[config.mk]
export PLATFORM = sky130hd
export DESIGN_NAME = add_tc16_pipe
export DESIGN_NICKNAME = d
export VERILOG_FILES = /design/src/rtl/add_tc_pkg.sv /design/src/rtl/add_tc16_core.sv /design/src/rtl/add_tc16_pipe.sv
export SDC_FILE = /design/constraint.sdc
export NUM_CORES = 1
export LEC_CHECK = 0
export CAP_MARGIN = 10
export CORE_MARGIN = 1
export CORE_UTILIZATION = 50
export CTS_BUF_LIST = sky130_fd_sc_hd__clkbuf_8
export CTS_CLUSTER_DIAMETER = 60
export DETAILED_ROUTE_END_ITERATION = 7
export DONT_BUFFER_PORTS = 1
export SLEW_MARGIN = 5
export SYNTH_ARGS = -nofsm -noshare
export SYNTH_HDL_FRONTEND = slang
export SYNTH_SLANG_ARGS = --single-unit
[constraint.sdc]
create_clock -name clk -period 3.7 [get_ports clk]
set_input_delay 0.555 -clock clk [delete_from_list [all_inputs] [get_ports clk]]
set_output_delay 0.555 -clock clk [all_outputs]
set_load 0.02 [all_outputs]
[src/rtl/add_tc_pkg.sv]
`default_nettype none
// ============================================================================
// Package     : add_tc_pkg
// Description : Shared constants and types for the pipelined two's-complement
//               add/sub unit: op codes, signed extremes, stage payloads.
// Revision    : 1.0 - initial release
// ============================================================================
package add_tc_pkg;

    // Default datapath width; must be a multiple of 4 (one lookahead slice per nibble)
    localparam int ADD_TC_WIDTH = 16;

    // Op codes carried on in_op
    localparam logic OP_ADD = 1'b0;
    localparam logic OP_SUB = 1'b1;

    // Signed extremes used as saturation targets
    localparam logic [ADD_TC_WIDTH-1:0] S_MIN = {1'b1, {(ADD_TC_WIDTH-1){1'b0}}};
    localparam logic [ADD_TC_WIDTH-1:0] S_MAX = {1'b0, {(ADD_TC_WIDTH-1){1'b1}}};

    // Stage-1 payload: operand A and the already-conditioned B / carry-in
    typedef struct packed {
        logic [ADD_TC_WIDTH-1:0] a;
        logic [ADD_TC_WIDTH-1:0] b_eff;
        logic                    c_in;
    } s1_ops_t;

    // Stage-2 payload: final result and its status flags
    typedef struct packed {
        logic [ADD_TC_WIDTH-1:0] sum;
        logic                    cout;
        logic                    ovf;
        logic                    zero;
        logic                    neg;
    } res_t;

    // Saturation target selected by the sign of operand A on overflow
    function automatic logic [ADD_TC_WIDTH-1:0] sat_value(input logic a_msb);
        return a_msb ? S_MIN : S_MAX;
    endfunction

endpackage : add_tc_pkg
`default_nettype wire

[src/rtl/add_tc16_core.sv]
`default_nettype none
// ============================================================================
// Module      : add_tc16_core
// Description : Combinational WIDTH-bit carry-lookahead adder built from
//               4-bit lookahead slices joined by a group lookahead chain.
//               {c_out, f} = a + b + c_in.
// Revision    : 1.0 - initial release
// ============================================================================
module add_tc16_core
    import add_tc_pkg::*;
#(
    parameter int WIDTH = ADD_TC_WIDTH
) (
    input  logic [WIDTH-1:0] a,
    input  logic [WIDTH-1:0] b,
    input  logic             c_in,
    output logic [WIDTH-1:0] f,
    output logic             c_out
);

    localparam int c_NSLICE = WIDTH / 4;

    logic [WIDTH-1:0]    w_g;   // bit generate
    logic [WIDTH-1:0]    w_p;   // bit propagate
    logic [WIDTH-1:0]    w_c;   // carry into each bit
    logic [c_NSLICE-1:0] w_gg;  // slice group generate
    logic [c_NSLICE-1:0] w_gp;  // slice group propagate
    logic [c_NSLICE:0]   w_gc;  // carry into each slice (last = carry out)

    assign w_g = a & b;
    assign w_p = a ^ b;

    for (genvar s = 0; s < c_NSLICE; s++) begin : g_slice
        localparam int c_LSB = 4 * s;

        logic [3:0] w_sg;
        logic [3:0] w_sp;
        logic       w_ci;

        assign w_sg = w_g[c_LSB +: 4];
        assign w_sp = w_p[c_LSB +: 4];
        assign w_ci = w_gc[s];

        // In-slice carries, fully expanded so each depends only on g/p and slice carry-in
        assign w_c[c_LSB + 0] = w_ci;
        assign w_c[c_LSB + 1] = w_sg[0] | (w_sp[0] & w_ci);
        assign w_c[c_LSB + 2] = w_sg[1] | (w_sp[1] & w_sg[0]) | (w_sp[1] & w_sp[0] & w_ci);
        assign w_c[c_LSB + 3] = w_sg[2] | (w_sp[2] & w_sg[1]) | (w_sp[2] & w_sp[1] & w_sg[0])
                              | (w_sp[2] & w_sp[1] & w_sp[0] & w_ci);

        // Group terms let the slice carry chain skip the bit-level ripple
        assign w_gg[s] = w_sg[3] | (w_sp[3] & w_sg[2]) | (w_sp[3] & w_sp[2] & w_sg[1])
                       | (w_sp[3] & w_sp[2] & w_sp[1] & w_sg[0]);
        assign w_gp[s] = &w_sp;
    end

    // Group lookahead: slice carry-ins from group generate/propagate
    always_comb begin
        w_gc[0] = c_in;
        for (int s = 0; s < c_NSLICE; s++) begin
            w_gc[s+1] = w_gg[s] | (w_gp[s] & w_gc[s]);
        end
    end

    assign f     = w_p ^ w_c;
    assign c_out = w_gc[c_NSLICE];

endmodule : add_tc16_core
`default_nettype wire

[src/rtl/add_tc16_pipe.sv]
`default_nettype none
// ============================================================================
// Module      : add_tc16_pipe
// Description : Two-stage pipelined two's-complement add/sub unit with
//               valid/ready on both sides. Stage 1 registers A and the
//               conditioned B/carry-in; stage 2 registers the CLA result
//               plus cout/ovf/zero/neg. Also keeps a sticky overflow flag
//               and a wrapping count of delivered results.
//               Build option ADD_TC16_SAT_EN: saturate the sum to the signed
//               min/max on overflow (flags follow the saturated value,
//               cout stays the raw adder carry).
// Revision    : 1.0 - initial release
// ============================================================================
module add_tc16_pipe
    import add_tc_pkg::*;
#(
    parameter int WIDTH = ADD_TC_WIDTH,
    parameter int CNT_W = 16
) (
    input  logic             clk,
    input  logic             rst_n,
    input  logic             in_valid,
    output logic             in_ready,
    input  logic             in_op,
    input  logic [WIDTH-1:0] in_a,
    input  logic [WIDTH-1:0] in_b,
    output logic             out_valid,
    input  logic             out_ready,
    output logic [WIDTH-1:0] out_sum,
    output logic             out_cout,
    output logic             out_ovf,
    output logic             out_zero,
    output logic             out_neg,
    input  logic             ovf_clr,
    output logic             ovf_sticky,
    output logic [CNT_W-1:0] op_cnt
);

    localparam int c_MSB = WIDTH - 1;

    logic             w_adv1;
    logic             w_adv2;
    logic             w_deliver;

    logic             r_s1_valid;
    s1_ops_t          r_s1;
    logic             r_s2_valid;
    res_t             r_s2;

    logic [WIDTH-1:0] w_f;
    logic             w_cout;
    logic             w_ovf;
    logic [WIDTH-1:0] w_sum_fin;
    res_t             w_res;

    logic             r_sticky;
    logic [CNT_W-1:0] r_cnt;

    // A stage may advance when it is empty or its successor is advancing
    assign w_adv2    = !r_s2_valid || out_ready;
    assign w_adv1    = !r_s1_valid || w_adv2;
    assign in_ready  = w_adv1;
    assign w_deliver = r_s2_valid && out_ready;

    // Stage 1: capture A and fold subtraction into inverted B plus carry-in
    always_ff @(posedge clk) begin
        if (!rst_n) begin
            r_s1_valid <= 1'b0;
            r_s1       <= '0;
        end else if (w_adv1) begin
            r_s1_valid <= in_valid;
            if (in_valid) begin
                r_s1.a     <= in_a;
                r_s1.b_eff <= (in_op == OP_SUB) ? ~in_b : in_b;
                r_s1.c_in  <= in_op;
            end
        end
    end

    add_tc16_core #(
        .WIDTH (WIDTH)
    ) u_core (
        .a     (r_s1.a),
        .b     (r_s1.b_eff),
        .c_in  (r_s1.c_in),
        .f     (w_f),
        .c_out (w_cout)
    );

    // Overflow, optional saturation and flags derived from the final sum
    always_comb begin
        w_ovf = (r_s1.a[c_MSB] == r_s1.b_eff[c_MSB]) && (w_f[c_MSB] != r_s1.a[c_MSB]);
`ifdef ADD_TC16_SAT_EN
        w_sum_fin = w_ovf ? sat_value(r_s1.a[c_MSB]) : w_f;
`else
        w_sum_fin = w_f;
`endif
        w_res      = '0;
        w_res.sum  = w_sum_fin;
        w_res.cout = w_cout;
        w_res.ovf  = w_ovf;
        w_res.zero = (w_sum_fin == '0);
        w_res.neg  = w_sum_fin[c_MSB];
    end

    // Stage 2: result register, held while the consumer stalls
    always_ff @(posedge clk) begin
        if (!rst_n) begin
            r_s2_valid <= 1'b0;
            r_s2       <= '0;
        end else if (w_adv2) begin
            r_s2_valid <= r_s1_valid;
            if (r_s1_valid) begin
                r_s2 <= w_res;
            end
        end
    end

    // Sticky overflow: a delivered overflow wins over a same-cycle clear
    always_ff @(posedge clk) begin
        if (!rst_n) begin
            r_sticky <= 1'b0;
        end else if (w_deliver && r_s2.ovf) begin
            r_sticky <= 1'b1;
        end else if (ovf_clr) begin
            r_sticky <= 1'b0;
        end
    end

    // Delivered-result counter, wraps naturally at 2^CNT_W
    always_ff @(posedge clk) begin
        if (!rst_n) begin
            r_cnt <= '0;
        end else if (w_deliver) begin
            r_cnt <= r_cnt + 1'b1;
        end
    end

    assign out_valid  = r_s2_valid;
    assign out_sum    = r_s2.sum;
    assign out_cout   = r_s2.cout;
    assign out_ovf    = r_s2.ovf;
    assign out_zero   = r_s2.zero;
    assign out_neg    = r_s2.neg;
    assign ovf_sticky = r_sticky;
    assign op_cnt     = r_cnt;

endmodule : add_tc16_pipe
`default_nettype wire
# [Word level (Yosys, flattened, before mapping)]
# Index checks and enable logic that the tools add are counted.
[totals] reg_bits=72 input_bits=38 word_cells=137
[op_classes] addsub=1 n_eq_ne=2 muxes=3 n_bitwise=104 n_reduce_logical=15
[ops] operator="AND 1 bit" count=60
[ops] operator="OR 1 bit" count=40
[ops] operator="bitwise XOR 16 bit" count=2
[ops] operator="adder 16 x 1 -> 16 bit (second input constant)" count=1
[ops] operator="AND 16 bit" count=1
[ops] operator="zero test 16 bit" count=1
[ops] operator="two-way mux 16 bit" count=1
[ops] operator="NOT 16 bit" count=1
[ops] operator="AND reduction 4 bit" count=4
[ops] operator="AND reduction 2 bit" count=2
[ops] operator="logical AND 1 bit" count=3
[ops] operator="zero test 1 bit" count=2
[ops] operator="logical OR 1 bit" count=2
[ops] operator="two-way mux 1 bit" count=2
[ops] operator="nonzero test 2 bit" count=1
[ops] operator="== test 1 bit" count=1
[ops] operator="inequality test 1 bit" count=1

# [Depth between registers and ports, before layout]
[logic_depth] word_depth=15 ltp_mapped=12 depth_no_buf=12

# [By module]
# Synthesis repeated with hierarchy kept, for this count alone.
[hier_totals] hier_cells=416 area_unflattened_um2=3673.5
[modules_own_cells] module="add_tc16_pipe" instances=1 cells_each=334 area_each_um2=2975.4 seq_area_each_um2=1421.4
[modules_own_cells] module="add_tc16_core" instances=1 cells_each=82 area_each_um2=698.2 seq_area_each_um2=0.0

# [Least setup slack after synthesis]
# No wires, ideal clock.
[synth_path] path_kind="reg-to-reg" startpoint="register r_s1[4] (netlist bit)" endpoint="register r_s2 (netlist bit out_zero)" arrival_ps=2573 required_time_ps=3613 setup_slack_ps=1040 path_stages_with_launch=13 n_path_buf=0 path_cell_list="dfxtp_1 > ha_1 > o211a_1 > nor2b_4 > a21o_1 > a21o_1 > fa_1 > xor2_1 > nor3_1 > nand3_1 > nor3_1 > o211ai_1 > o31ai_1"
[synth_between] elab_chain_len=14 elab_cells_between_ends=37 cone_classes="bitwise: 35; reduce/logical: 2"
[synth_lines] element="start: declaration" line="add_tc16_pipe.sv:46" rtl="s1_ops_t r_s1;"
[synth_lines] element="bitwise XOR 16 bit" line="add_tc16_core.sv:31" rtl="assign w_p = a ^ b;"
[synth_lines] element="AND 1 bit (on tied branches)" line="add_tc16_core.sv:52, add_tc16_core.sv:53"
[synth_lines] element="OR 1 bit (tied with other cells)" line="add_tc16_core.sv:52" rtl="assign w_gg[s] = w_sg[3] | (w_sp[3] & w_sg[2]) | (w_sp[3] & w_sp[2] & w_sg[1])"
[synth_lines] element="OR 1 bit / AND 1 bit (equally long branches)" line="add_tc16_core.sv:52, add_tc16_core.sv:53"
[synth_lines] element="OR 1 bit" line="add_tc16_core.sv:53" rtl="| (w_sp[3] & w_sp[2] & w_sp[1] & w_sg[0]);"
[synth_lines] element="OR 1 bit" line="add_tc16_core.sv:61" rtl="w_gc[s+1] = w_gg[s] | (w_gp[s] & w_gc[s]);"
[synth_lines] element="AND 1 bit" line="add_tc16_core.sv:61"
[synth_lines] element="OR 1 bit" line="add_tc16_core.sv:61"
[synth_lines] element="AND 1 bit" line="add_tc16_core.sv:61"
[synth_lines] element="OR 1 bit" line="add_tc16_core.sv:61"
[synth_lines] element="AND 1 bit (on tied branches)" line="add_tc16_core.sv:46, add_tc16_core.sv:47, add_tc16_core.sv:49"
[synth_lines] element="OR 1 bit (on tied branches)" line="add_tc16_core.sv:46, add_tc16_core.sv:47, add_tc16_core.sv:49"
[synth_lines] element="bitwise XOR 16 bit *" line="add_tc16_core.sv:65" rtl="assign f = w_p ^ w_c;"
[synth_lines] element="zero test 16 bit *" line="add_tc16_pipe.sv:102" rtl="w_res.zero = (w_sum_fin == '0);"
[synth_lines] element="end signal: assignment" line="add_tc16_pipe.sv:114" rtl="r_s2 <= w_res;"
[synth_lines] element="end: declaration" line="add_tc16_pipe.sv:48" rtl="res_t r_s2;"
# Every way passes the cells marked *; elsewhere a longest branch is shown, timed or not.
# A chain may end at the register's enable or synchronous reset.

# [Worst setup path after layout]
[layout_path] startpoint="register r_s1[1] (netlist bit)" endpoint="register r_s2 (netlist bit out_zero)"
[layout_between] elab_chain_len=12 elab_cells_between_ends=43 cone_classes="bitwise: 41; reduce/logical: 2"
[layout_lines] element="bitwise XOR 16 bit / AND 16 bit (equally long branches)" line="add_tc16_core.sv:31, add_tc16_core.sv:30"
[layout_lines] element="AND reduction 4 bit / AND 1 bit (equally long branches)" line="add_tc16_core.sv:54, add_tc16_core.sv:53"
[layout_lines] element="AND 1 bit / OR 1 bit (equally long branches)" line="add_tc16_core.sv:61, add_tc16_core.sv:53"
[layout_lines] element="OR 1 bit" line="add_tc16_core.sv:61"
[layout_lines] element="AND 1 bit" line="add_tc16_core.sv:61"
[layout_lines] element="OR 1 bit" line="add_tc16_core.sv:61"
[layout_lines] element="AND 1 bit" line="add_tc16_core.sv:61"
[layout_lines] element="OR 1 bit" line="add_tc16_core.sv:61"
[layout_lines] element="AND 1 bit (on tied branches)" line="add_tc16_core.sv:46, add_tc16_core.sv:47, add_tc16_core.sv:49"
[layout_lines] element="OR 1 bit (on tied branches)" line="add_tc16_core.sv:46, add_tc16_core.sv:47, add_tc16_core.sv:49"
[layout_lines] element="bitwise XOR 16 bit *" line="add_tc16_core.sv:65"
[layout_lines] element="zero test 16 bit *" line="add_tc16_pipe.sv:102"
# Marks and branches as above.

==> run summary <==
drt pass-1 iters - 4
Max Clock Skew - 0.0106 ns
Synth Register Bits - 71
cell depth of the worst flop-to-flop path - 12
remaining antenna violation count after routing - 0
clock slew at reported path FFs - 0.08 ns
crit path DAT - 3.20 ns
Num CTS Buffers - 9
Die Y-Extent - 86.5 um
Setup crit start kind - flip-flop
root buffer cell - clkbuf_8
final setup vio count - 0
Avg Cell Area, Syn - 8.56 um^2
post_cts resized - 0
min setup slack post-route - 0.763 ns
crit path capture type - flip-flop
peak supply drop - 0.213 mV
path type of the worst min-delay path - in2reg
min cycle time layout - 2.94 ns
Largest stage delay, worst path - 0.38 ns
post-DP HPWL - 5.44 mm
CTS max path bufs - 2
residual DRC count - 0
Fmax - 0.340 GHz
DRT iter0 DRCs - 150
worst hold stages - 2
die area - 7480 um^2
Sink Count - 71
warnings from Yosys - 0
Post-synth top flop - dfxtp_1
LEAKAGE - 1.61 nW
antenna violations before repair - 0
row cnt - 30
Core Region - 6830 um^2
Layout area overhead - 8.02%
Pins Over Slew Limit - 0
final hold vios - 0
vias - 2,753
input/output buffers - 0
Via-to-Cell Ratio - 5.42
Max-cap violations - 0
Synth top area share - 39.8%
RSZ-0062 raised after global routing - no
Yosys top cell by area - dfxtp_1
global placement routability congestion - 0.826
Post-Layout Inst Area - 3860 um^2
Post-synth EDFFs - 0
synth top area cells - dfxtp_1 (40%), nand2_1 (6.6%), ha_1 (6.0%)
compound-cell area share of the yosys netlist - 17.0%
Slew HR - 35.6%
wire length per cell - 14.7 um
leading cell type in the layout, fill and taps excluded - dfxtp_1
Worst-Margin Slew - 0.964 ns
TritonCTS clock tree - yes
WP data required - 3.96 ns
main combinational cell family by area after synthesis - simple AND/OR/NAND/NOR gates
status - finished, final reports clean
syn_nets - 476
Post-synth ARST share - 0%
setup_tns - 0 ns
Placed Area - 3610 um^2
vias in the first global route - 2,562
first-pass GRT wire length - 12.4 mm
Place WS - 0.804 ns
share of cells above drive strength 1 - 7.77%
Synth Area in XOR/XNOR - 9.57%
cts hold-fix bufs - 0
fin nets - 466
grt ovf - 0
Die W - 86.5 um
Final Non-Filler Cells - 508
sequential-to-total area share from yosys stat - 39.8%
Yosys cell types - 49
H-tree levels - 3
antenna diode count - 0
Routed WL - 7.46 mm
Worst-Skew Late Latency - 0.35 ns
post-layout util - 56.5%
PwrDens - 475 nW/um^2
WS Path Type - reg2reg
CP Cell Sequence - ha_1 > a211oi_2 > o21ai_2 > a21o_1 > a21o_1 > fa_1 > xor2_1 > nor3_1 > nand3_1 > nor3_1 > o211ai_1 > o31ai_1
Crit Path Max Fanout - 7
period utilisation layout - 79.4%
post-synthesis mux area share - 1.02%
Post-CTS Setup Bufs - 0
Cell Area, Synth - 3570 um^2
Post-Synth Adder-Cell Area - 8.20%
# IOs - 77
most frequent cells in the layout - dfxtp_1 (71), nand2_1 (63), nor2_1 (48)
post-synthesis simple-gate area fraction - 21.2%
Syn Inst Count - 417
placed instance count - 492
total global-route track usage - 21.4%
Initial Util - 52.3%
Crit-path slowest cell - fa_1
largest net degree at the start of global routing - 48
## cell families (layout without fill, tap and decap cells)
family,count (synthesis),after routing
AOI/OAI and AO/OA,90,90
adders and majority gates,21,21
muxes,3,3
and+or+nand+nor,165,165
xor gates and xnor gates,39,39
DFF,71,71
buffers and inverters,28,23
## flip-flops by register name (all words and copies together), names as in the netlist
| signal | flops |
|---|---|
| r_s1 | 33 |
| op_cnt | 16 |
| out_sum | 16 |
| out_cout | 1 |
| out_ovf | 1 |
| out_valid | 1 |
| out_zero | 1 |
| ovf_sticky | 1 |
| r_s1_valid | 1 |
## power by group
group	leakage [nW]	total [mW]	switching, mW	internal (mW)
Combinational	0.907	0.228	0.131	0.0965
Clock	0.123	0.755	0.305	0.450
Sequential	0.582	0.849	0.0464	0.803
## worst max-delay path, delay by kind of cell (launching register included)
family	cells	cell delay (ns)
xor gates and xnor gates	1	0.19
adders and majority gates	2	0.71
DFF	1	0.32
AOI/OAI and AO/OA	6	1.15
and+or+nand+nor	3	0.50
## area by class of cell
class | count | area, um^2
sequential | 71 | 1420
tap | 96 | 120
fill | 663 | 2970
multi-input combinational | 318 | 2040
clock buffer | 9 | 124
inverter | 5 | 18.8
clock inverter | 7 | 121
timing repair buffer | 2 | 15.0
## routing by layer
| layer | wire (um) | track usage (%) | part of all wire, % |
|---|---|---|---|
| met1 | 3590 | 28.6 | 48 |
| met2 | 3300 | 33.2 | 44 |
| met3 | 481 | 6.10 | 6.5 |
| met4 | 85 | 7.27 | 1.1 |
| met5 | 0 | 0 | 0 |
## cells in the mapped netlist (8+ instances only)
cell	number
a211oi_1	18
nand2_1	63
xnor2_1	23
nor2_1	48
ha_1	17
a21oi_1	36
nand3_1	9
dfxtp_1	71
xor2_1	16
clkbuf_1	18
nor3_1	8
o21ai_0	8
## final timing paths
path / from / slack (ns) / to
worst max-delay path: r_s1[1] / 0.76 / out_zero
worst max register to register: r_s1[1] / 0.76 / out_zero
worst min-delay path: in_valid / 0.32 / r_s1_valid
worst min register to register: r_s1[18] / 0.46 / r_s1[18]
## metrics by stage
stage	power [mW]	hold WS [ns]
2_1_floorplan	1.05	0.440
3_3_place_gp	1.09	0.451
3_5_place_dp	1.10	0.455
4_1_cts	1.85	0.305
5_1_grt	1.92	0.301
6_report	1.83	0.318
No activity file was read; power rests on OpenSTA's default activity.
